[src/rtl/riscv_pkg.sv]
// Shared encodings for the EX-stage multiply/divide sequencer and the
// ALU control that steers M-type operations to it.
package riscv_pkg;

    localparam logic [1:0] MD_MUL   = 2'b00;
    localparam logic [1:0] MD_MULHU = 2'b01;
    localparam logic [1:0] MD_DIVU  = 2'b10;
    localparam logic [1:0] MD_REMU  = 2'b11;

    typedef enum logic [1:0] {
        S_IDLE = 2'b00,
        S_RUN  = 2'b01,
        S_DONE = 2'b10
    } md_state_e;

    // M-type Fun6 codes as decoded by the ALU control unit
    localparam logic [5:0] F6_MUL   = 6'b001000;
    localparam logic [5:0] F6_MULHU = 6'b001001;
    localparam logic [5:0] F6_DIVU  = 6'b001010;
    localparam logic [5:0] F6_REMU  = 6'b001011;

    function automatic logic fun6_is_md(input logic [5:0] fun6);
        return (fun6 == F6_MUL) || (fun6 == F6_MULHU) ||
               (fun6 == F6_DIVU) || (fun6 == F6_REMU);
    endfunction

    function automatic logic [1:0] fun6_to_md_op(input logic [5:0] fun6);
        logic [1:0] op;
        case (fun6)
            F6_MULHU: op = MD_MULHU;
            F6_DIVU:  op = MD_DIVU;
            F6_REMU:  op = MD_REMU;
            default:  op = MD_MUL;
        endcase
        return op;
    endfunction

endpackage

[src/rtl/muldiv_seq_step.sv]
// One combinational iteration of the shift-add multiply or the
// restoring divide; the sequencer feeds it back once per clock.
module md_step #(
    parameter int WIDTH = 32
) (
    input  logic [WIDTH-1:0] hi_rem,
    input  logic [WIDTH-1:0] lo_q,
    input  logic [WIDTH-1:0] opb,
    input  logic             is_div,
    output logic [WIDTH-1:0] hi_rem_nx,
    output logic [WIDTH-1:0] lo_q_nx
);

    logic [WIDTH:0]   sum;
    logic [WIDTH:0]   rem_sh;
    logic [WIDTH-1:0] q_sh;

    always_comb begin
        sum    = {1'b0, hi_rem} + {1'b0, (lo_q[0] ? opb : '0)};
        rem_sh = {hi_rem, lo_q[WIDTH-1]};
        q_sh   = {lo_q[WIDTH-2:0], 1'b0};
        if (is_div) begin
            // remainder after subtraction is below opb, so the low bits suffice
            if (rem_sh >= {1'b0, opb}) begin
                hi_rem_nx = rem_sh[WIDTH-1:0] - opb;
                lo_q_nx   = q_sh | WIDTH'(1);
            end else begin
                hi_rem_nx = rem_sh[WIDTH-1:0];
                lo_q_nx   = q_sh;
            end
        end else begin
            hi_rem_nx = sum[WIDTH:1];
            lo_q_nx   = {sum[0], lo_q[WIDTH-1:1]};
        end
    end

endmodule

[src/rtl/muldiv_seq.sv]
// Iterative unsigned MUL/MULHU/DIVU/REMU sequencer: WIDTH iterations per op,
// busy stalls the pipeline, done pulses once with the result.
module muldiv_seq
    import riscv_pkg::*;
#(
    parameter int WIDTH = 32,
    parameter int CNT_W = 6
) (
    input  logic             clk,
    input  logic             reset,
    input  logic             start,
    input  logic [1:0]       md_op,
    input  logic [WIDTH-1:0] opa,
    input  logic [WIDTH-1:0] opb,
    input  logic             flush,
    output logic             busy,
    output logic             done,
    output logic [WIDTH-1:0] result
);

    md_state_e        state, state_n;
    logic [WIDTH-1:0] hi, lo, b;
    logic [WIDTH-1:0] hi_nx, lo_nx;
    logic [1:0]       op;
    logic [CNT_W-1:0] cnt;
    logic             accept, div_zero, last;

    md_step #(.WIDTH(WIDTH)) u_step (
        .hi_rem    (hi),
        .lo_q      (lo),
        .opb       (b),
        .is_div    (op[1]),
        .hi_rem_nx (hi_nx),
        .lo_q_nx   (lo_nx)
    );

    assign accept   = (state == S_IDLE) && start && !flush;
    assign div_zero = md_op[1] && (opb == '0);
    assign last     = (cnt == CNT_W'(WIDTH - 1));
    assign busy     = (state == S_RUN);
    assign done     = (state == S_DONE);

    always_ff @(posedge clk or posedge reset) begin
        if (reset) state <= S_IDLE;
        else       state <= state_n;
    end

    always_comb begin
        state_n = state;
        case (state)
            S_IDLE:  if (accept) state_n = div_zero ? S_DONE : S_RUN;
            S_RUN:   if (flush) state_n = S_IDLE;
                     else if (last) state_n = S_DONE;
            S_DONE:  state_n = S_IDLE;
            default: state_n = S_IDLE;
        endcase
    end

    always_ff @(posedge clk or posedge reset) begin
        if (reset) begin
            hi     <= '0;
            lo     <= '0;
            b      <= '0;
            op     <= MD_MUL;
            cnt    <= '0;
            result <= '0;
        end else if (accept) begin
            if (div_zero) begin
                // RISC-V divide-by-zero: quotient all-ones, remainder = dividend
                result <= (md_op == MD_DIVU) ? '1 : opa;
            end else begin
                hi  <= '0;
                lo  <= opa;
                b   <= opb;
                op  <= md_op;
                cnt <= '0;
            end
        end else if (busy && !flush) begin
            hi  <= hi_nx;
            lo  <= lo_nx;
            cnt <= cnt + CNT_W'(1);
            // MULHU and REMU take the upper register, MUL and DIVU the lower
            if (last) result <= op[0] ? hi_nx : lo_nx;
        end
    end

endmodule

[config.mk]
export PLATFORM = sky130hd
export DESIGN_NAME = muldiv_seq
export DESIGN_NICKNAME = d
export VERILOG_FILES = /design/src/rtl/riscv_pkg.sv /design/src/rtl/muldiv_seq_step.sv /design/src/rtl/muldiv_seq.sv
export SDC_FILE = /design/constraint.sdc
export NUM_CORES = 1
export LEC_CHECK = 0
export CAP_MARGIN = 20
export CORE_AREA = 2 2 139 141
export CTS_CLUSTER_DIAMETER = 60
export DETAILED_ROUTE_END_ITERATION = 7
export DIE_AREA = 0 0 141 143
export PLACE_DENSITY_LB_ADDON = 0.3
export SLEW_MARGIN = 15
export SYNTH_ARGS = -nofsm -noshare
export SYNTH_HDL_FRONTEND = slang
export SYNTH_SLANG_ARGS = --single-unit
[constraint.sdc]
create_clock -name clk -period 6.5 [get_ports clk]
set_input_delay 1.3 -clock clk [delete_from_list [all_inputs] [get_ports clk]]
set_output_delay 1.3 -clock clk [all_outputs]
set_load 0.01 [all_outputs]
==> summary.txt <==
Critical path class = reg -> reg
RR Endpoint = hi[27]$_DFFE_PP0P_
Worst setup EP type = register
Register area share after synthesis = 31.7%
CTS sink cnt = 138
LEAKAGE = 5.73 nW
Total Routed Length = 34.6 mm
Number of max-slew violations in the final report = 0
Post-Synthesis Cells = 1361
Gr ovfl total = 0
Crit path from = lo[0]$_DFFE_PP0P_
ANT cells = 0
Clk Latency, worst-skew pair = 440 ps
Root buf cell = clkbuf_16
ANT nets after route = 0
Total core area = 0.0186 mm2
Post-CTS setup buffers = 0
Unrepaired setup endpoints after global routing = false
Die Y = 143 um
Most used DFF post-synth = dfrtp_1
Buffers on Ports = 103
Synthesized area per cell = 7.99 um2
Type of the worst min-delay path = reg -> reg
Final setup fails = 0
Clk slew on worst S/H paths = 60 ps
Worst path required time = 6820 ps
Router iterations before antenna repair = 6
Worst Max-Slew Pin Slew = 1110 ps
Critical R2R Launch = lo[0]$_DFFE_PP0P_
CTS-repair resized insts = 0
Clk buf depth = 2
Levels on crit path = 14
Status = completed
Die Footprint = 0.0202 mm2
Antenna violations before repair = 0
Cell area power density = 431 mW/mm2
Layout net count = 1553
CP arrival = 4880 ps
Relative slew slack = 26.0%
Post-synthesis net count = 1498
Crit path time final = 4560 ps
H-tree levels = 4
Crit-path leading delay family = compound AO/OA/AOI/OAI gates
CP peak stage delay = 1070 ps
Pin count of the biggest net entering global routing = 71
Hold path cells = 2
Num CTS Buffers = 17
Synth Register Bits = 138
Max VDD drop = 0.000244 V
Setup TNS = 0 ps
MaxCap Viol Count = 0
Area delta synth->final = 16.1%
Total I/O pin count = 104
CTS tree = yes
Share of cells above drive strength 1 = 5.81%
Layout fillers = 1559
Bufs and invs on worst path = 1
Vias/cell = 6.46
# DRC = 0
DPL Wire Length = 25.2 mm
Tot GR Track Use = 34.9%
Worst path cell trace = and2_1, ha_1, inv_1, fa_1, nor2b_1, o31ai_1, a21oi_1, nor3b_1, o31ai_1, a21oi_1, o21ai_0, xnor2_1, o221ai_1, a22o_1
First-pass GRT wire length = 54.8 mm
Setup crit end = hi[27]$_DFFE_PP0P_
Crit path max-delay cell type = dfrtp_1
Reg2reg setup slack = 1940 ps
Total power = 0.00545 W
Routability cong. = 1.02
Number of synthesized flops with an enable pin = 0
Clock Skew = 14.8 ps
Ys Warns = 0
Initial DRC Count = 916
Vias in the first global route = 10400
Site Rows = 50
Hold_buf cts = 0
Startpoint types = register
Synthesized area = 0.0109 mm2
Tcrit/Tclk final = 70.1%
Endpoints failing hold = 0
Die width = 141 um
Vias post-DR = 10700
WL/cell = 20.8 um
Fraction of registers with async set/reset = 100%
Post-synth cell types = 80
R2R cell count = 14
Max Freq = 219 MHz
Worst-path maximum fanout = 34
Initial Util = 58.6%
[routing by layer]
metal | track usage (%) | vias to the layer above | wire length, um
li1 | - | 5028 | -
met1 | 43.2 | 5106 | 14100
met2 | 58.4 | 487 | 16400
met3 | 7.91 | 124 | 2400
met4 | 16.3 | 0 | 1730
met5 | 0 | - | 0
[synthesized netlist by cell type, drive strengths merged, types with 9 or more instances]
cell type	instances	area [um2]
dfrtp	138	3450
o21bai	10	75.1
mux2i	41	410
xor2	25	219
a221o	17	170
o31ai	12	90.1
a211oi	15	113
mux2	9	105
xnor2	30	263
a22o	14	123
a31oi	12	75.1
a21o	27	210
inv	52	195
nand4	12	81.3
nor2b	16	100
nand3	21	105
ha	65	813
nand2	208	788
buf	15	91.3
clkbuf	68	256
o21ai	207	1040
and2	36	225
a21oi	91	467
nor2	82	310
nor3	19	95.1
[logic make-up (layout without fill, tap and decap cells)]
logic type,Yosys count,in the layout,synth area share (%)
multiplexers,51,51,4.94
adder cells (fa/ha/maj),67,67,7.84
AND/OR/NAND/NOR,439,439,18.5
AO/OA/AOI/OAI,475,475,27.5
buffers and inverters,136,204,5.03
flip-flops,138,138,31.7
XOR/XNOR,55,55,4.43
[power by group]
group	switching, W	internal (W)	total, W
clock	0.000446	0.000553	0.000999
combinational	0.00186	0.00121	0.00307
sequential	0.000314	0.00107	0.00138
[layout make-up]
| cell class | instances | area, um2 | share of cell area [%] |
|---|---|---|---|
| inverters | 53 | 204 | 1.61 |
| well taps | 234 | 293 | 2.32 |
| repair buffers | 119 | 1170 | 9.27 |
| flip-flops and latches | 138 | 3460 | 27.4 |
| multi-input cells | 1087 | 6920 | 54.8 |
| clock inverters | 14 | 149 | 1.18 |
| clock buffers | 18 | 439 | 3.48 |
[flip-flops by register name, summed over array words and instances, names as in the netlist]
name    cells
state       2
cnt         6
result     32
hi         32
b          32
lo         32
op          2
[worst min-delay path by stage]
stage	to	startpoint	slack [ps]
2_1_floorplan	lo[22]$_DFFE_PP0P_	lo[22]$_DFFE_PP0P_	460
3_3_place_gp	lo[16]$_DFFE_PP0P_	lo[16]$_DFFE_PP0P_	490
3_5_place_dp	b[0]$_DFFE_PP0P_	b[0]$_DFFE_PP0P_	490
4_1_cts	b[0]$_DFFE_PP0P_	b[0]$_DFFE_PP0P_	510
5_1_grt	result[3]$_DFFE_PP0P_	result[3]$_DFFE_PP0P_	530
6_report	b[0]$_DFFE_PP0P_	b[0]$_DFFE_PP0P_	510
[worst reg2reg max path: cells and delay by family (launching register included)]
family,cells,cell delay (ps)
XOR/XNOR,1,180
AND/OR/NAND/NOR,3,540
buffers and inverters,1,70
adder cells (fa/ha/maj),2,630
flip-flops,1,1070
AO/OA/AOI/OAI,7,1970
[layout by cell type, fill, tap and decap left out, types with 11 or more instances in the layout]
master,Yosys,routed
nand2_1,207,207
o21ai_0,199,199
dfrtp_1,138,137
clkdlybuf4s50_1,0,103
a21oi_1,88,87
nor2_1,81,79
ha_1,65,65
inv_1,52,51
mux2i_1,41,41
and2_1,36,36
xnor2_1,30,30
a21o_1,26,26
xor2_1,25,25
nand3_1,21,21
nor3_1,19,18
a221o_1,17,17
clkbuf_16,0,17
a211oi_1,15,15
nor2b_1,16,15
buf_4,3,15
a22o_1,14,14
o31ai_1,12,12
a31oi_1,12,12
nand4_1,11,11
[per-stage QoR]
| step | instances | instance area, um2 | utilization [%] | setup WS, ps | hold WS [ps] |
|---|---|---|---|---|---|
| 6_report | 1663 | 12600 | 68.0 | 1940 | 510 |
| 5_1_grt | 1663 | 12600 | 68.0 | 1610 | 529 |
| 4_1_cts | 1662 | 12600 | 67.8 | 2040 | 506 |
| 3_5_place_dp | 1630 | 12000 | 64.7 | 1600 | 490 |
| 3_3_place_gp | 1630 | 12000 | 64.7 | 1750 | 489 |
| 2_1_floorplan | 1361 | 10900 | - | 1500 | 463 |
Note: power is estimated with default switching activity, not from simulation.
